## config.mk

```make
export PLATFORM = sky130hd
export DESIGN_NAME = riscv_mc_ctrl_flat
export DESIGN_NICKNAME = d
export VERILOG_FILES = /design/src/rtl/riscv_mc_pkg.sv /design/src/rtl/riscv_mc_ctrl_if.sv /design/src/rtl/riscv_alu_dec.sv /design/src/rtl/riscv_mc_ctrl.sv /design/src/flat_wrapper.sv
export SDC_FILE = /design/constraint.sdc
export NUM_CORES = 1
export LEC_CHECK = 0
export ABC_AREA = 0
export CAP_MARGIN = 10
export CORE_AREA = 2 2 96 98
export CTS_CLUSTER_SIZE = 24
export DETAILED_ROUTE_END_ITERATION = 12
export DIE_AREA = 0 0 98 100
export PLACE_DENSITY = 0.55
export SYNTH_ARGS = -nofsm -noshare
export SYNTH_HDL_FRONTEND = slang
export SYNTH_SLANG_ARGS = --single-unit
```

## constraint.sdc

```tcl
create_clock -name clk -period 3.95 [get_ports clk]
set_input_delay 0.395 -clock clk [delete_from_list [all_inputs] [get_ports clk]]
set_output_delay 0.395 -clock clk [all_outputs]
set_load 0.05 [all_outputs]
```

## src/rtl/riscv_mc_pkg.sv

```systemverilog
// Shared types and encodings for the multicycle RV32I control unit.
// State enum, opcodes and the datapath select encodings.
package riscv_mc_pkg;

  typedef enum logic [3:0] {
    S_FETCH  = 4'd0,
    S_DECODE = 4'd1,
    S_MEMADR = 4'd2,
    S_MEMRD  = 4'd3,
    S_MEMWB  = 4'd4,
    S_MEMWR  = 4'd5,
    S_EXECR  = 4'd6,
    S_EXECI  = 4'd7,
    S_ALUWB  = 4'd8,
    S_JAL    = 4'd9,
    S_JALR   = 4'd10,
    S_JALWB  = 4'd11,
    S_BRANCH = 4'd12,
    S_LUI    = 4'd13,
    S_AUIPC  = 4'd14,
    S_TRAP   = 4'd15
  } state_t;

  typedef enum logic [1:0] {
    ALUOP_ADD   = 2'b00,
    ALUOP_SUB   = 2'b01,
    ALUOP_FUNCT = 2'b10
  } aluop_t;

  localparam logic [6:0] OP_LOAD   = 7'b0000011;
  localparam logic [6:0] OP_STORE  = 7'b0100011;
  localparam logic [6:0] OP_RTYPE  = 7'b0110011;
  localparam logic [6:0] OP_ITYPE  = 7'b0010011;
  localparam logic [6:0] OP_BRANCH = 7'b1100011;
  localparam logic [6:0] OP_JAL    = 7'b1101111;
  localparam logic [6:0] OP_JALR   = 7'b1100111;
  localparam logic [6:0] OP_LUI    = 7'b0110111;
  localparam logic [6:0] OP_AUIPC  = 7'b0010111;

  localparam logic [3:0] ALU_ADD  = 4'b0000;
  localparam logic [3:0] ALU_SUB  = 4'b0001;
  localparam logic [3:0] ALU_AND  = 4'b0010;
  localparam logic [3:0] ALU_OR   = 4'b0011;
  localparam logic [3:0] ALU_XOR  = 4'b0100;
  localparam logic [3:0] ALU_SLT  = 4'b0101;
  localparam logic [3:0] ALU_SLTU = 4'b0110;
  localparam logic [3:0] ALU_SLL  = 4'b0111;
  localparam logic [3:0] ALU_SRL  = 4'b1000;
  localparam logic [3:0] ALU_SRA  = 4'b1001;

  localparam logic [2:0] IMM_I = 3'b000;
  localparam logic [2:0] IMM_S = 3'b001;
  localparam logic [2:0] IMM_B = 3'b010;
  localparam logic [2:0] IMM_J = 3'b011;
  localparam logic [2:0] IMM_U = 3'b100;

  localparam logic [1:0] SRCA_PC    = 2'b00;
  localparam logic [1:0] SRCA_OLDPC = 2'b01;
  localparam logic [1:0] SRCA_RS1   = 2'b10;

  localparam logic [1:0] SRCB_RS2  = 2'b00;
  localparam logic [1:0] SRCB_IMM  = 2'b01;
  localparam logic [1:0] SRCB_FOUR = 2'b10;

  localparam logic [1:0] RES_ALUOUT    = 2'b00;
  localparam logic [1:0] RES_DATA      = 2'b01;
  localparam logic [1:0] RES_ALURESULT = 2'b10;
  localparam logic [1:0] RES_IMM       = 2'b11;

  function automatic logic is_alu_op(input logic [6:0] op);
    return (op == OP_RTYPE) || (op == OP_ITYPE);
  endfunction

endpackage

```

## src/rtl/riscv_mc_ctrl_if.sv

```systemverilog
// Controller <-> datapath bundle: IR fields and flags in, selects/enables out.
interface riscv_mc_ctrl_if #(
  parameter int CNT_W = 32
);
  logic [6:0]       op;
  logic [2:0]       funct3;
  logic             funct7b5;
  logic             zero;
  logic             lt;
  logic             ltu;
  logic             mem_ready;
  logic             mem_req;
  logic             adrsrc;
  logic             irwrite;
  logic             pcwrite;
  logic             regwrite;
  logic             memwrite;
  logic [2:0]       immsrc;
  logic [1:0]       alusrca;
  logic [1:0]       alusrcb;
  logic [1:0]       resultsrc;
  logic [3:0]       alucontrol;
  logic             illegal;
  logic [CNT_W-1:0] instret;

  modport master (
    input  op, funct3, funct7b5, zero, lt, ltu, mem_ready,
    output mem_req, adrsrc, irwrite, pcwrite, regwrite, memwrite,
           immsrc, alusrca, alusrcb, resultsrc, alucontrol, illegal, instret
  );

  modport slave (
    output op, funct3, funct7b5, zero, lt, ltu, mem_ready,
    input  mem_req, adrsrc, irwrite, pcwrite, regwrite, memwrite,
           immsrc, alusrca, alusrcb, resultsrc, alucontrol, illegal, instret
  );
endinterface

```

## src/rtl/riscv_alu_dec.sv

```systemverilog
// ALU operation decode from IR fields and the controller's aluop request.
// Also reports whether a shift encoding is allowed in this build.
module riscv_alu_dec
  import riscv_mc_pkg::*;
#(
  parameter int SHIFT_EN = 1
) (
  input  logic [6:0] op,
  input  logic [2:0] funct3,
  input  logic       funct7b5,
  input  aluop_t     aluop,
  output logic [3:0] alucontrol,
  output logic       shift_legal
);

  // funct3/funct7b5 table; funct7b5 on 000 means sub only for R-type
  always_comb begin
    alucontrol  = ALU_ADD;
    shift_legal = 1'b1;
    if ((SHIFT_EN == 0) && is_alu_op(op) && ((funct3 == 3'b001) || (funct3 == 3'b101))) begin
      shift_legal = 1'b0;
    end else begin
      shift_legal = 1'b1;
    end
    case (aluop)
      ALUOP_ADD: alucontrol = ALU_ADD;
      ALUOP_SUB: alucontrol = ALU_SUB;
      ALUOP_FUNCT: begin
        case (funct3)
          3'b000:  alucontrol = ((op == OP_RTYPE) && funct7b5) ? ALU_SUB : ALU_ADD;
          3'b001:  alucontrol = ALU_SLL;
          3'b010:  alucontrol = ALU_SLT;
          3'b011:  alucontrol = ALU_SLTU;
          3'b100:  alucontrol = ALU_XOR;
          3'b101:  alucontrol = funct7b5 ? ALU_SRA : ALU_SRL;
          3'b110:  alucontrol = ALU_OR;
          3'b111:  alucontrol = ALU_AND;
          default: alucontrol = ALU_ADD;
        endcase
      end
      default: alucontrol = ALU_ADD;
    endcase
  end

endmodule

```

## src/rtl/riscv_mc_ctrl.sv

```systemverilog
// Multicycle RV32I control unit with memory wait states, sticky illegal
// trap and a retired-instruction counter.
module riscv_mc_ctrl
  import riscv_mc_pkg::*;
#(
  parameter int MEM_HS   = 1,
  parameter int TRAP_EN  = 1,
  parameter int SHIFT_EN = 1,
  parameter int CNT_W    = 32
) (
  input logic             clk,
  input logic             reset,
  riscv_mc_ctrl_if.master bus
);

  state_t           state_r;
  state_t           next_state_s;
  logic             illegal_r;
  logic [CNT_W-1:0] instret_r;
  logic             ready_s;
  logic             taken_s;
  logic             legal_s;
  logic             shift_legal_s;
  logic             retire_s;
  logic [2:0]       imm_dec_s;
  aluop_t           aluop_s;
  logic             mem_req_s;
  logic             adrsrc_s;
  logic             irwrite_s;
  logic             pcwrite_s;
  logic             regwrite_s;
  logic             memwrite_s;
  logic [1:0]       alusrca_s;
  logic [1:0]       alusrcb_s;
  logic [1:0]       resultsrc_s;
  logic [3:0]       alucontrol_s;

  assign ready_s = (MEM_HS != 0) ? bus.mem_ready : 1'b1;

  riscv_alu_dec #(.SHIFT_EN(SHIFT_EN)) u_alu_dec (
    .op          (bus.op),
    .funct3      (bus.funct3),
    .funct7b5    (bus.funct7b5),
    .aluop       (aluop_s),
    .alucontrol  (alucontrol_s),
    .shift_legal (shift_legal_s)
  );

  // Branch condition, immediate format and encoding legality from the IR
  always_comb begin
    taken_s   = 1'b0;
    imm_dec_s = IMM_I;
    legal_s   = 1'b0;
    case (bus.funct3)
      3'b000:  taken_s = bus.zero;
      3'b001:  taken_s = ~bus.zero;
      3'b100:  taken_s = bus.lt;
      3'b101:  taken_s = ~bus.lt;
      3'b110:  taken_s = bus.ltu;
      3'b111:  taken_s = ~bus.ltu;
      default: taken_s = 1'b0;
    endcase
    case (bus.op)
      OP_STORE:         imm_dec_s = IMM_S;
      OP_BRANCH:        imm_dec_s = IMM_B;
      OP_JAL:           imm_dec_s = IMM_J;
      OP_LUI, OP_AUIPC: imm_dec_s = IMM_U;
      default:          imm_dec_s = IMM_I;
    endcase
    case (bus.op)
      OP_LOAD, OP_STORE:        legal_s = (bus.funct3 == 3'b010);
      OP_RTYPE, OP_ITYPE:       legal_s = shift_legal_s;
      OP_BRANCH:                legal_s = (bus.funct3 != 3'b010) && (bus.funct3 != 3'b011);
      OP_JALR:                  legal_s = (bus.funct3 == 3'b000);
      OP_JAL, OP_LUI, OP_AUIPC: legal_s = 1'b1;
      default:                  legal_s = 1'b0;
    endcase
  end

  // Next state and Moore outputs; FETCH/BRANCH/EXEC add the listed input terms
  always_comb begin
    next_state_s = state_r;
    mem_req_s    = 1'b0;
    adrsrc_s     = 1'b0;
    irwrite_s    = 1'b0;
    pcwrite_s    = 1'b0;
    regwrite_s   = 1'b0;
    memwrite_s   = 1'b0;
    alusrca_s    = SRCA_PC;
    alusrcb_s    = SRCB_RS2;
    resultsrc_s  = RES_ALUOUT;
    aluop_s      = ALUOP_ADD;
    retire_s     = 1'b0;
    case (state_r)
      S_FETCH: begin
        mem_req_s    = 1'b1;
        alusrcb_s    = SRCB_FOUR;
        resultsrc_s  = RES_ALURESULT;
        irwrite_s    = ready_s;
        pcwrite_s    = ready_s;
        next_state_s = ready_s ? S_DECODE : S_FETCH;
      end
      S_DECODE: begin
        alusrca_s = SRCA_OLDPC;
        alusrcb_s = SRCB_IMM;
        if (!legal_s) begin
          next_state_s = (TRAP_EN != 0) ? S_TRAP : S_FETCH;
        end else begin
          case (bus.op)
            OP_LOAD, OP_STORE: next_state_s = S_MEMADR;
            OP_RTYPE:          next_state_s = S_EXECR;
            OP_ITYPE:          next_state_s = S_EXECI;
            OP_JAL:            next_state_s = S_JAL;
            OP_JALR:           next_state_s = S_JALR;
            OP_BRANCH:         next_state_s = S_BRANCH;
            OP_LUI:            next_state_s = S_LUI;
            OP_AUIPC:          next_state_s = S_AUIPC;
            default:           next_state_s = S_FETCH;
          endcase
        end
      end
      S_MEMADR: begin
        alusrca_s    = SRCA_RS1;
        alusrcb_s    = SRCB_IMM;
        next_state_s = (bus.op == OP_LOAD) ? S_MEMRD : S_MEMWR;
      end
      S_MEMRD: begin
        mem_req_s    = 1'b1;
        adrsrc_s     = 1'b1;
        next_state_s = ready_s ? S_MEMWB : S_MEMRD;
      end
      S_MEMWB: begin
        resultsrc_s  = RES_DATA;
        regwrite_s   = 1'b1;
        retire_s     = 1'b1;
        next_state_s = S_FETCH;
      end
      S_MEMWR: begin
        mem_req_s    = 1'b1;
        adrsrc_s     = 1'b1;
        memwrite_s   = 1'b1;
        retire_s     = ready_s;
        next_state_s = ready_s ? S_FETCH : S_MEMWR;
      end
      S_EXECR: begin
        alusrca_s    = SRCA_RS1;
        aluop_s      = ALUOP_FUNCT;
        next_state_s = S_ALUWB;
      end
      S_EXECI: begin
        alusrca_s    = SRCA_RS1;
        alusrcb_s    = SRCB_IMM;
        aluop_s      = ALUOP_FUNCT;
        next_state_s = S_ALUWB;
      end
      S_ALUWB: begin
        regwrite_s   = 1'b1;
        retire_s     = 1'b1;
        next_state_s = S_FETCH;
      end
      S_JAL: begin
        alusrca_s    = SRCA_OLDPC;
        alusrcb_s    = SRCB_FOUR;
        pcwrite_s    = 1'b1;
        next_state_s = S_ALUWB;
      end
      S_JALR: begin
        alusrca_s    = SRCA_RS1;
        alusrcb_s    = SRCB_IMM;
        resultsrc_s  = RES_ALURESULT;
        pcwrite_s    = 1'b1;
        next_state_s = S_JALWB;
      end
      S_JALWB: begin
        alusrca_s    = SRCA_OLDPC;
        alusrcb_s    = SRCB_FOUR;
        resultsrc_s  = RES_ALURESULT;
        regwrite_s   = 1'b1;
        retire_s     = 1'b1;
        next_state_s = S_FETCH;
      end
      S_BRANCH: begin
        alusrca_s    = SRCA_RS1;
        aluop_s      = ALUOP_SUB;
        pcwrite_s    = taken_s;
        retire_s     = 1'b1;
        next_state_s = S_FETCH;
      end
      S_LUI: begin
        resultsrc_s  = RES_IMM;
        regwrite_s   = 1'b1;
        retire_s     = 1'b1;
        next_state_s = S_FETCH;
      end
      S_AUIPC: begin
        alusrca_s    = SRCA_OLDPC;
        alusrcb_s    = SRCB_IMM;
        next_state_s = S_ALUWB;
      end
      S_TRAP: begin
        next_state_s = S_TRAP;
      end
      default: begin
        next_state_s = S_FETCH;
      end
    endcase
  end

  // State, sticky trap flag and retired-instruction counter
  always_ff @(posedge clk) begin
    if (reset) begin
      state_r   <= S_FETCH;
      illegal_r <= 1'b0;
      instret_r <= {CNT_W{1'b0}};
    end else begin
      state_r <= next_state_s;
      if (next_state_s == S_TRAP) begin
        illegal_r <= 1'b1;
      end
      if (retire_s) begin
        instret_r <= instret_r + {{(CNT_W-1){1'b0}}, 1'b1};
      end
    end
  end

  // Enables are blocked for the whole reset cycle so an abandoned access never writes
  assign bus.mem_req    = mem_req_s  & ~reset;
  assign bus.irwrite    = irwrite_s  & ~reset;
  assign bus.pcwrite    = pcwrite_s  & ~reset;
  assign bus.regwrite   = regwrite_s & ~reset;
  assign bus.memwrite   = memwrite_s & ~reset;
  assign bus.adrsrc     = adrsrc_s;
  assign bus.immsrc     = imm_dec_s;
  assign bus.alusrca    = alusrca_s;
  assign bus.alusrcb    = alusrcb_s;
  assign bus.resultsrc  = resultsrc_s;
  assign bus.alucontrol = alucontrol_s;
  assign bus.illegal    = illegal_r;
  assign bus.instret    = instret_r;

endmodule

```

## src/flat_wrapper.sv

```systemverilog
// flat-port wrapper written by rule: the top's interface ports become plain ports
module riscv_mc_ctrl_flat import riscv_mc_pkg::*;
#(
  parameter int MEM_HS   = 1,
  parameter int TRAP_EN  = 1,
  parameter int SHIFT_EN = 1,
  parameter int CNT_W    = 32
)
  (clk, reset, bus_op, bus_funct3, bus_funct7b5, bus_zero, bus_lt, bus_ltu, bus_mem_ready, bus_mem_req, bus_adrsrc, bus_irwrite, bus_pcwrite, bus_regwrite, bus_memwrite, bus_immsrc, bus_alusrca, bus_alusrcb, bus_resultsrc, bus_alucontrol, bus_illegal, bus_instret);
  riscv_mc_ctrl_if #(.CNT_W(CNT_W)) bus_i ();
  input logic clk;
  input logic reset;
  input wire logic [$bits(bus_i.op)-1:0] bus_op;
  input wire logic [$bits(bus_i.funct3)-1:0] bus_funct3;
  input wire logic [$bits(bus_i.funct7b5)-1:0] bus_funct7b5;
  input wire logic [$bits(bus_i.zero)-1:0] bus_zero;
  input wire logic [$bits(bus_i.lt)-1:0] bus_lt;
  input wire logic [$bits(bus_i.ltu)-1:0] bus_ltu;
  input wire logic [$bits(bus_i.mem_ready)-1:0] bus_mem_ready;
  output wire logic [$bits(bus_i.mem_req)-1:0] bus_mem_req;
  output wire logic [$bits(bus_i.adrsrc)-1:0] bus_adrsrc;
  output wire logic [$bits(bus_i.irwrite)-1:0] bus_irwrite;
  output wire logic [$bits(bus_i.pcwrite)-1:0] bus_pcwrite;
  output wire logic [$bits(bus_i.regwrite)-1:0] bus_regwrite;
  output wire logic [$bits(bus_i.memwrite)-1:0] bus_memwrite;
  output wire logic [$bits(bus_i.immsrc)-1:0] bus_immsrc;
  output wire logic [$bits(bus_i.alusrca)-1:0] bus_alusrca;
  output wire logic [$bits(bus_i.alusrcb)-1:0] bus_alusrcb;
  output wire logic [$bits(bus_i.resultsrc)-1:0] bus_resultsrc;
  output wire logic [$bits(bus_i.alucontrol)-1:0] bus_alucontrol;
  output wire logic [$bits(bus_i.illegal)-1:0] bus_illegal;
  output wire logic [$bits(bus_i.instret)-1:0] bus_instret;
  assign bus_i.op = bus_op;
  assign bus_i.funct3 = bus_funct3;
  assign bus_i.funct7b5 = bus_funct7b5;
  assign bus_i.zero = bus_zero;
  assign bus_i.lt = bus_lt;
  assign bus_i.ltu = bus_ltu;
  assign bus_i.mem_ready = bus_mem_ready;
  assign bus_mem_req = bus_i.mem_req;
  assign bus_adrsrc = bus_i.adrsrc;
  assign bus_irwrite = bus_i.irwrite;
  assign bus_pcwrite = bus_i.pcwrite;
  assign bus_regwrite = bus_i.regwrite;
  assign bus_memwrite = bus_i.memwrite;
  assign bus_immsrc = bus_i.immsrc;
  assign bus_alusrca = bus_i.alusrca;
  assign bus_alusrcb = bus_i.alusrcb;
  assign bus_resultsrc = bus_i.resultsrc;
  assign bus_alucontrol = bus_i.alucontrol;
  assign bus_illegal = bus_i.illegal;
  assign bus_instret = bus_i.instret;
  riscv_mc_ctrl #(.MEM_HS(MEM_HS), .TRAP_EN(TRAP_EN), .SHIFT_EN(SHIFT_EN), .CNT_W(CNT_W)) u_core (.clk(clk), .reset(reset), .bus(bus_i));
endmodule
```

Word level (Yosys, flattened, before mapping)

Index checks and enable logic that the tools add are counted.

Word-level logic and storage cells: 93
Output and inout bits: 52
Bits in registers: 37
Input bits: 17

Bitwise logic cells: 9
Equality and inequality tests: 36
Reduce and logical (&&, ||, !) cells: 19
Add/subtract/negate cells: 1
Multiplexer cells: 25

Operators with widths:

| cell                                                | number |
|---|---|
| case mux 4 bit (8 select lines)                     | 2 |
| equality test 4 bit, second input constant          | 9 |
| case mux 4 bit (9 select lines)                     | 1 |
| adder 32 x 1 -> 32 bit, second input constant       | 1 |
| equality test 7 x 6 -> 1 bit, second input constant | 3 |
| equality test 7 bit, second input constant          | 3 |
| OR reduction 5 bit                                  | 4 |
| equality test 4 x 3 -> 1 bit, second input constant | 4 |
| equality test 7 x 5 -> 1 bit, second input constant | 2 |
| equality test 3 bit, second input constant          | 4 |
| case mux 2 bit (2 select lines)                     | 3 |
| case mux 3 bit (4 select lines)                     | 1 |
| OR reduction 4 bit                                  | 3 |
| OR reduction 2 bit                                  | 5 |
| 2-to-1 mux 3 bit                                    | 3 |
| OR reduction 3 bit                                  | 3 |
| equality test 4 x 2 -> 1 bit, second input constant | 2 |
| 2-to-1 mux 1 bit                                    | 8 |
| case mux 4 bit (2 select lines)                     | 1 |
| equality test 7 x 2 -> 1 bit, second input constant | 1 |
| equality test 3 x 2 -> 1 bit, second input constant | 2 |
| != test 3 x 2 -> 1 bit, second input constant       | 2 |
| case mux 1 bit (6 select lines)                     | 1 |
| case mux 2 bit (3 select lines)                     | 1 |
| other kinds (13)                                    | 21 |

Logic depth before layout (Yosys ltp)

Gate-level depths: netlist of run 1.

Depth after elaboration: 6
Depth in mapped cells: 9
Gate-level depth less buffers: 7

Cells and area by module

From an unflattened synthesis of run 1, not the netlist that was laid out.

Cell total of the unflattened synthesis: 353
Area total of the unflattened synthesis: 2575.0 um^2

Modules (own cells, without submodules):

| module        | cells each | times used | seq. area each (um^2) | area an instance (um^2) |
|---|---|---|---|---|
| riscv_mc_ctrl | 331        | 1          | 740.7                 | 2431.1 |
| riscv_alu_dec | 22         | 1          | 0.0                   | 143.9 |

Worst setup path after synthesis of run 1

OpenSTA, ideal clock, no wires.

Kind: reg2out
From: reg u_core.state_r[3]
To: out bus_alucontrol[3]
Data required time: 3555 ps
Slack: 862 ps
Cell stages (with the launch flop): 9
Path buffers: 3
Data arrival time: 2693 ps
Path through: dfxtp_1 buf_2 buf_1 buf_1 nor2_1 nand2_1 ha_1 nand2b_1 nor3_1

Longest elaborated chain between the ends: 5
Elaborated cells between the ends (all ways): 8
Those cells by class: eq/ne: 5; mux: 2; reduce/logical: 1

RTL lines:

| what                                                                | line                 | source |
|---|---|---|
| start, declared                                                     | riscv_mc_ctrl.sv:16  | `state_t state_r;` |
| start signal, assigned                                              | riscv_mc_ctrl.sv:216 | `state_r <= next_state_s;` |
| equality test 4 x 3 -> 1 bit                                        | riscv_mc_ctrl.sv:94  | `case (state_r)` |
| OR reduction 2 bit (no source line)                                 | -                    |  |
| case mux 2 bit (2 select lines) (*)                                 | riscv_mc_ctrl.sv:94  |  |
| equality test 2 bit or equality test 2 x 1 -> 1 bit (tied branches) | riscv_alu_dec.sv:25  | `case (aluop)` |
| case mux 4 bit (2 select lines) (*)                                 | riscv_alu_dec.sv:25  |  |
| end, declared                                                       | flat_wrapper.sv:30   | `output wire logic [$bits(bus_i.alucontrol)-1:0] bus_alucontrol;` |

Mark *: on every way between the ends. The rest lies on a longest branch, timed or not.

Worst setup path in the final report of run 1

From: reg u_core.state_r[0]
To: out bus_alucontrol[3]

Same word-level chain as after synthesis.

==> results of run 1 <==
final timing paths:
path | start | end | slack, ns | cells after the start
worst min register to register | u_core.bus.illegal$_SDFFE_PP0N_ | u_core.bus.illegal$_SDFFE_PP0N_ | 0.47 | 2
worst min-delay path | u_core.bus.illegal$_SDFFE_PP0N_ | u_core.bus.illegal$_SDFFE_PP0N_ | 0.47 | 2
worst max register to register | u_core.state_r[2]$_SDFF_PP0_ | u_core.bus.instret[27]$_SDFFE_PP0P_ | 1.21 | 6
worst max-delay path | u_core.state_r[0]$_SDFF_PP0_ | bus_alucontrol[3] | 0.65 | 7
cell type report:
cell class,instances,area (sq um),area share (%)
flip-flops and latches,37,741,21.5
inverters,13,48.8,1.41
clock inverters,3,65.1,1.88
well taps,111,139,4.02
multi-input cells,271,1670,48.4
repair buffers,73,718,20.8
clock buffers,5,68.8,1.99
layout by cell type, fill, tap and decap left out, drive strengths merged, types with 4 or more instances in the layout:
cell and n:
nor3 16, o21ai 13, clkbuf 5, nor4 11, xor2 6, nand4 6
a21oi 23, nand3 14, xnor2 24, or3 7, mux2i 4, dfxtp 37
and4 4, nor2 51, inv 13, nand2b 8, o22ai 4, nand2 25
buf 5, a211oi 4, clkdlybuf4s50 68, and3 4
through the flow:
| step | std cells | power [uW] | area (sq um) |
|---|---|---|---|
| floorplan | 348 | 582 | 2580 |
| global placement | 505 | 660 | 3320 |
| detailed placement | 505 | 659 | 3320 |
| CTS | 513 | 1050 | 3450 |
| global route | 513 | 1090 | 3450 |
| finish | 513 | 1040 | 3450 |
metal layers:
metal	GRT usage, %	vias to the layer above	share of wire, %
met1	17.8	1215	47
met2	23.6	68	46
li1	-	1346	-
met5	0	-	0
met3	2.65	8	4.7
met4	4.38	0	1.8
power breakdown:
group          switching [uW]  total [uW]  internal [uW]
Combinational             167         261           94.4
Clock                     138         388            251
Sequential               10.9         389            378
Total                     316        1040            723
flip-flops by register name, indices dropped and copies added (netlist names):
| signal | count |
|---|---|
| u_core.state_r | 4 |
| u_core.bus.illegal | 1 |
| u_core.bus.instret | 32 |
cells by family (layout without fill, tap and decap cells):
logic type	after synthesis	in the layout	synth area share (%)
xor+xnor	30	30	10.2
compound gates	72	72	18.7
simple gates	162	162	32.8
flops	37	37	28.7
fa+ha+maj	3	3	1.45
buf+inv	40	94	6.63
mux	4	4	1.55
critical path: stages, from the launching register on:
cell and delay [ns]:
dfxtp_1 0.42, nor2_1 0.45, nand3_1 0.24, inv_1 0.10
ha_1 0.24, nand2b_1 0.16, nor3_1 0.18, clkdlybuf4s50_1 0.83
==> results.sh, run 1 <==
export IMPL_clk_latency_ns=0.29
export IMPL_wl_um=6830
export IMPL_drt_iter0_drc=98
export IMPL_cts_made_buffers=5
export IMPL_hold_violations=0
export IMPL_relSlewSlack_pct=24.0
export IMPL_fmax_mhz=303
export IMPL_power_density_nw_per_um2=301
export IMPL_p_leak_uw=0.00112
export IMPL_yosysUniqueCellTypes=55
export IMPL_antenna_found_initial=0
export IMPL_synth_common_cells="nor2_1 (51), dfxtp_1 (37), nand2_1 (25)"
export IMPL_synth_seq_area_share_pct=28.7
export IMPL_path_max_fanout=12
export IMPL_arrival_ns=2.90
export IMPL_worstSetupEndpointType="output pin"
export IMPL_via_per_inst=5.14
export IMPL_die_x_um=98
export IMPL_start_kind="register"
export IMPL_wl_per_cell_um=13.3
export IMPL_cts_setup_buffers=0
export IMPL_netlist_area_sq_um=2580
export IMPL_die_h_um=100
export IMPL_outcome="finished clean"
export IMPL_grt_start_max_net_pins=37
export IMPL_ant_nets=0
export IMPL_required_ns=3.56
export IMPL_n_antenna_cell=0
export IMPL_grt_remaining_overflow=0
export IMPL_grt_pass1_wl_um=11600
export IMPL_fillers=940
export IMPL_gp_congestion=0.837
export IMPL_rsz0062_at_grt="false"
export IMPL_cts_repair_resized=0
export IMPL_h_tree_depth=2
export IMPL_ys_warn_count=0
export IMPL_netlist_area_leader_share_pct=28.7
export IMPL_netlist_top_cells_area="dfxtp_1 (29%), xnor2_1 (8.1%), nor2_1 (7.4%), a21oi_1 (4.3%), nand2_1 (3.6%)"
export IMPL_fin_nets=421
export IMPL_syn_nets=368
export IMPL_avgSynthCellArea_sq_um=7.42
export IMPL_finClkSkew_ns=0.00707
export IMPL_vias=2637
export IMPL_utilization_pct=38.8
export IMPL_ys_dominant_reg_cell="dfxtp_1"
export IMPL_finalSetupViolCount=0
export IMPL_port_buffers=68
export IMPL_cts_sinks=37
export IMPL_clock_root_buffer="clkbuf_8"
export IMPL_num_rows=35
export IMPL_ioPinCount=69
export IMPL_finalMaxSlewViolations=0
export IMPL_yosysMostFrequentCell="nor2_1"
export IMPL_yosys_area_top_type="dfxtp_1"
export IMPL_hold_buffers=0
export IMPL_start_util_pct=29.1
export IMPL_hold_ws_ns=0.471
export IMPL_coreArea_sq_um=8890
export IMPL_max_cap_violations=0
export IMPL_finalCritPeriodShare_pct=83.5
export IMPL_firstDrtPassIters=5
export IMPL_dieArea_sq_um=9800
export IMPL_drc=0
export IMPL_grt_pass1_vias=2507
export IMPL_area_delta_synth_final_pct=33.6
export IMPL_dpl_hpwl_um=4960
export IMPL_critical_path_class="register to output pin"
export IMPL_ir_worst_vdd_mv=0.161
export IMPL_async_flop_share_pct=0
export IMPL_syn_inst=348
export IMPL_cts_buffer_depth=2
export IMPL_hp_class="register to register"
export IMPL_fin_tns_setup_ns=0
export IMPL_fin_ws_ns=0.651
export IMPL_cts_tree="built"
export IMPL_clkTransAtPathRegs_ns=0.07
export IMPL_synth_edff_count=0
export IMPL_grt_usage_pct=13.9
export IMPL_drive_gt1_share_pct=5.72
export IMPL_pre_cts_ws_ns=0.691
export IMPL_synth_seq_cells=37
export IMPL_worst_pin_slew_ns=1.14
export IMPL_finalCriticalPeriod_ns=3.30
No activity file was read; power rests on OpenSTA's default activity.
==> run 2: changes to the inputs <==
PLACE_DENSITY = 0.57   (was 0.55)
clock period = 2.95 ns   (was 3.95 ns; I/O delays follow)
==> run 2 against run 1 <==
- design area up 3.2%
- sequential share of layout area shrank 0.67 points
- core utilization up 1.3 points
- clock power is 21% higher
- count of clock-buffer cells in the layout rose by 1
- highest routed layer unchanged
- wire length up 3.4%
- via count up 0.57%
- critical path depth shrank 2
- largest power group unchanged
==> results.sh, run 2 (synthesized netlist as in run 1, its figures left out) <==
export IMPL_area_delta_synth_final_pct=37.9
export IMPL_drc=0
export IMPL_slowest_delay_ns=0.84
export IMPL_grt_pass1_vias=2462
export IMPL_swShare_pct=32.3
export IMPL_coreArea_sq_um=8890
export IMPL_antenna_found_initial=0
export IMPL_start_util_pct=29.1
export IMPL_finalMaxSlewViolations=0
export IMPL_hold_buffers=0
export IMPL_max_cap_violations=0
export IMPL_dpl_hpwl_um=5080
export IMPL_final_common_cell="clkdlybuf4s50_1"
export IMPL_drive_gt1_share_pct=9.80
export IMPL_grt_usage_pct=14.2
export IMPL_finClkSkew_ns=0.00897
export IMPL_fmax_mhz=378
export IMPL_finalCritPeriodShare_pct=89.7
export IMPL_finalSetupViolCount=0
export IMPL_p_leak_uw=0.00118
export IMPL_cp_slowest_cell="clkdlybuf4s50_1"
export IMPL_p_int_uw=925
export IMPL_cts_repair_resized=0
export IMPL_hold_violations=0
export IMPL_layout_common_cells="clkdlybuf4s50_1 (58), nor2_1 (51), dfxtp_1 (37)"
export IMPL_critical_path_class="register to output pin"
export IMPL_clock_power_share_pct=34.5
export IMPL_switchingPower_uw=442
export IMPL_ioPinCount=69
export IMPL_utilization_pct=40.1
export IMPL_grt_start_max_net_pins=37
export IMPL_clk_latency_ns=0.30
export IMPL_multiInputGateArea_sq_um=1680
export IMPL_rsz0062_at_grt="false"
export IMPL_wl_um=7060
export IMPL_ir_worst_vdd_mv=0.339
export IMPL_hp_class="register to register"
export IMPL_largest_reg_flops=32
export IMPL_worstSetupEndpointType="output pin"
export IMPL_via_per_inst=5.11
export IMPL_cts_buffer_depth=2
export IMPL_path_max_fanout=11
export IMPL_cts_made_buffers=5
export IMPL_power_share_combinational_pct=27.7
export IMPL_worst_path_buf_inv=2
export IMPL_critPathTopFamily="buffers and inverters"
export IMPL_die_x_um=98
export IMPL_cp_cell_sequence="buf_4 -> nor3_1 -> a21oi_1 -> o22ai_1 -> clkdlybuf4s50_1"
export IMPL_stdcell_count=519
export IMPL_grt_remaining_overflow=0
export IMPL_arrival_ns=2.35
export IMPL_post_place_cells=511
export IMPL_hold_ws_ns=0.482
export IMPL_wl_per_cell_um=13.6
export IMPL_outcome="finished clean"
export IMPL_dieArea_sq_um=9800
export IMPL_total_power_uw=1370
export IMPL_worst_pin_slew_ns=0.668
export IMPL_finalCriticalPeriod_ns=2.65
export IMPL_grt_pass1_wl_um=11700
export IMPL_clkTransAtPathRegs_ns=0.08
export IMPL_vias=2652
export IMPL_port_buffers=68
export IMPL_h_tree_depth=2
export IMPL_seqPwrFrac_pct=37.8
export IMPL_cts_setup_buffers=0
export IMPL_regToRegSetupSlack_ns=0.80
export IMPL_drt_iter0_drc=69
export IMPL_ant_nets=0
export IMPL_num_rows=35
export IMPL_required_ns=2.65
export IMPL_cts_tree="built"
export IMPL_fin_nets=427
export IMPL_ff_latch_area_sq_um=741
export IMPL_clock_root_buffer="clkbuf_8"
export IMPL_gp_congestion=0.840
export IMPL_power_density_nw_per_um2=384
export IMPL_fin_tns_setup_ns=0
export IMPL_cts_sinks=37
export IMPL_start_kind="register"
export IMPL_fillers=924
export IMPL_n_antenna_cell=0
export IMPL_relSlewSlack_pct=55.3
export IMPL_die_h_um=100
export IMPL_firstDrtPassIters=4
[run 2: layout make-up]
class                   count  area share, %
multi-input cells         271           47.1
flip-flops and latches     37           20.8
inverters                  13           1.37
well taps                 111           3.90
clock inverters             2           1.05
clock buffers               6           2.32
repair buffers             79           23.5
[run 2: path summary, 6_finish.rpt]
kind | startpoint | to | cells past startpoint
max | u_core.state_r[1]$_SDFF_PP0_ | bus_resultsrc[1] | 5
min | u_core.bus.illegal$_SDFFE_PP0N_ | u_core.bus.illegal$_SDFFE_PP0N_ | 2
max reg2reg | u_core.state_r[1]$_SDFF_PP0_ | u_core.bus.instret[25]$_SDFFE_PP0P_ | 7
min reg2reg | u_core.bus.illegal$_SDFFE_PP0N_ | u_core.bus.illegal$_SDFFE_PP0N_ | 2
[run 2: worst register-to-register path, delay by kind of cell (launching register included)]
| kind | cells | cell delay (ns) |
|---|---|---|
| AOI/OAI and AO/OA | 3 | 0.51 |
| DFF | 1 | 0.54 |
| and+or+nand+nor | 2 | 0.58 |
| buffers and inverters | 2 | 0.46 |
[run 2: power by group through the flow]
| stage | Sequential [uW] | Clock, uW | Combinational, uW |
|---|---|---|---|
| finish | 517 | 471 | 379 |
| global route | 518 | 500 | 409 |
| CTS | 517 | 480 | 380 |
| detailed placement | 528 | 0 | 380 |
| global placement | 528 | 0 | 378 |
| floorplan | 529 | 0 | 251 |
[run 2: through the flow]
step	instance area, sq um	setup slack [ns]
final	3560	0.304
after global placement	3440	0.420
after CTS	3560	0.305
after global routing	3560	0.216
after detailed placement	3440	0.405
after floorplan	2590	0.250
[run 2: layer usage]
metal | track usage [%] | vias to the layer above | wire length, um
met3 | 2.79 | 10 | 379
li1 | - | 1360 | -
met2 | 23.6 | 70 | 3160
met1 | 18.9 | 1212 | 3420
met4 | 4.27 | 0 | 99
met5 | 0 | - | 0
==> run 3: changes to the inputs <==
CORE_AREA = 3 3 97 99   (was 2 2 96 98)
DIE_AREA = 0 0 100 102   (was 0 0 98 100)
==> run 3 against run 2 <==
- via count rose by 1.6%
- critical path depth unchanged
- largest cell class unchanged
- sequential power grew 1%
==> results.sh, run 3 (synthesized netlist as in run 1, its figures left out) <==
export IMPL_cts_repair_resized=0
export IMPL_worst_pin_slew_ns=0.657
export IMPL_final_common_cell="clkdlybuf4s50_1"
export IMPL_antenna_found_initial=0
export IMPL_p_leak_uw=0.00117
export IMPL_cts_setup_buffers=0
export IMPL_cts_tree="built"
export IMPL_start_util_pct=29.9
export IMPL_pre_cts_ws_ns=0.440
export IMPL_fmax_mhz=391
export IMPL_path_max_fanout=12
export IMPL_finalCritPeriodShare_pct=86.7
export IMPL_hold_end="u_core.bus.illegal$_SDFFE_PP0N_"
export IMPL_hold_buffers=0
export IMPL_clk_latency_ns=0.28
export IMPL_drc=0
export IMPL_cts_made_buffers=5
export IMPL_area_delta_synth_final_pct=36.1
export IMPL_grt_pass1_vias=2524
export IMPL_drt_iter0_drc=91
export IMPL_fin_ws_ns=0.393
export IMPL_required_ns=2.65
export IMPL_vias=2695
export IMPL_hold_path_startpoint="u_core.bus.illegal$_SDFFE_PP0N_"
export IMPL_coreArea_sq_um=8640
export IMPL_gp_congestion=0.824
export IMPL_fillers=866
export IMPL_cts_sinks=37
export IMPL_r2r_end="u_core.bus.instret[25]$_SDFFE_PP0P_"
export IMPL_total_power_uw=1230
export IMPL_grt_remaining_overflow=0
export IMPL_port_buffers=68
export IMPL_regToRegSetupSlack_ns=0.76
export IMPL_power_share_combinational_pct=30.5
export IMPL_die_x_um=100
export IMPL_relSlewSlack_pct=56.1
export IMPL_arrival_ns=2.26
export IMPL_firstDrtPassIters=4
export IMPL_h_tree_depth=2
export IMPL_hold_violations=0
export IMPL_rsz0062_at_grt="false"
export IMPL_cts_buffer_depth=2
export IMPL_wl_um=7100
export IMPL_fin_nets=427
export IMPL_clkTransAtPathRegs_ns=0.07
export IMPL_max_cap_violations=0
export IMPL_r2r_start="u_core.state_r[3]$_SDFF_PP0_"
export IMPL_grt_pass1_wl_um=11700
export IMPL_swShare_pct=34.1
export IMPL_clock_root_buffer="clkbuf_8"
export IMPL_num_rows=34
export IMPL_ir_worst_vdd_mv=0.190
export IMPL_switchingPower_uw=421
export IMPL_fin_tns_setup_ns=0
export IMPL_ioPinCount=69
export IMPL_outcome="finished clean"
export IMPL_die_h_um=102
export IMPL_ant_nets=0
export IMPL_clock_power_share_pct=27.3
export IMPL_start_kind="register"
export IMPL_finalSetupViolCount=0
export IMPL_hp_class="register to register"
export IMPL_p_int_uw=814
export IMPL_critical_path_class="register to output pin"
export IMPL_wl_per_cell_um=13.8
export IMPL_holdPathStages=2
export IMPL_grt_start_max_net_pins=36
export IMPL_finClkSkew_ns=0.00907
export IMPL_finalMaxSlewViolations=0
export IMPL_layout_common_cells="clkdlybuf4s50_1 (56), nor2_1 (51), dfxtp_1 (37)"
export IMPL_n_antenna_cell=0
export IMPL_seqPwrFrac_pct=42.3
export IMPL_utilization_pct=40.7
export IMPL_finalCriticalPeriod_ns=2.56
export IMPL_rr_worst_depth=6
export IMPL_largest_reg_flops=32
export IMPL_dieArea_sq_um=10200
export IMPL_grt_usage_pct=13.6
export IMPL_dpl_hpwl_um=5180
export IMPL_power_density_nw_per_um2=351
export IMPL_drive_gt1_share_pct=10.0
export IMPL_worstSetupEndpointType="output pin"
export IMPL_via_per_inst=5.22
## run 3: cell count changes in the layout (fill, tap and decap cells not counted)
cell	before	now
clkbuf_1	0	1
buf_4	13	15
bufinv_16	1	0
clkinv_2	0	2
clkbuf_8	6	5
clkinvlp_4	1	0
clkdlybuf4s50_1	58	56
## run 3: power groups by stage
stage	Combinational, uW	Sequential (uW)	Clock, uW
final	376	522	337
after global routing	403	525	382
after CTS	377	522	357
after detailed placement	376	534	0
after global placement	374	533	0
after floorplan	251	529	0
## run 3: worst max path at each step
stage / from / endpoint / cells past startpoint
after floorplan: u_core.state_r[3]$_SDFF_PP0_ / bus_memwrite / 4
after global placement: bus_op[4] / bus_immsrc[1] / 4
after detailed placement: bus_op[2] / u_core.bus.illegal$_SDFFE_PP0N_ / 7
after CTS: u_core.state_r[0]$_SDFF_PP0_ / bus_resultsrc[1] / 5
after global routing: u_core.state_r[3]$_SDFF_PP0_ / bus_alucontrol[3] / 7
final: u_core.state_r[0]$_SDFF_PP0_ / bus_resultsrc[1] / 5
## run 3: layer usage
layer  GRT usage (%)  vias to the layer above  wire length (um)
li1                -                     1363                 -
met1            18.8                     1251              3450
met2            21.7                       77              3160
met3            2.87                        4               454
met4            3.73                        0                34
met5               0                        -                 0
## run 3: cell type report
| class | instances | area (sq um) | share of cell area [%] |
|---|---|---|---|
| multi-input combinational | 271 | 1680 | 47.7 |
| timing repair buffer | 79 | 833 | 23.7 |
| sequential | 37 | 741 | 21.1 |
| tap | 108 | 135 | 3.84 |
| clock buffer | 6 | 72.6 | 2.06 |
| inverter | 13 | 48.8 | 1.39 |
| clock inverter | 2 | 10.0 | 0.285 |
## run 3: per-stage QoR
step,hold slack [ns],instance area [sq um],instances
after floorplan,0.484,2590,348
after global placement,0.464,3430,508
after detailed placement,0.461,3430,508
after CTS,0.474,3520,516
after global routing,0.505,3520,516
final,0.466,3520,516
## run 3: worst max-delay path, stage by stage (launching register included)
cell             delay [ns]
dfxtp_1                0.44
buf_4                  0.24
nor3_1                 0.25
a21oi_1                0.07
o22ai_1                0.15
clkdlybuf4s50_1        0.83
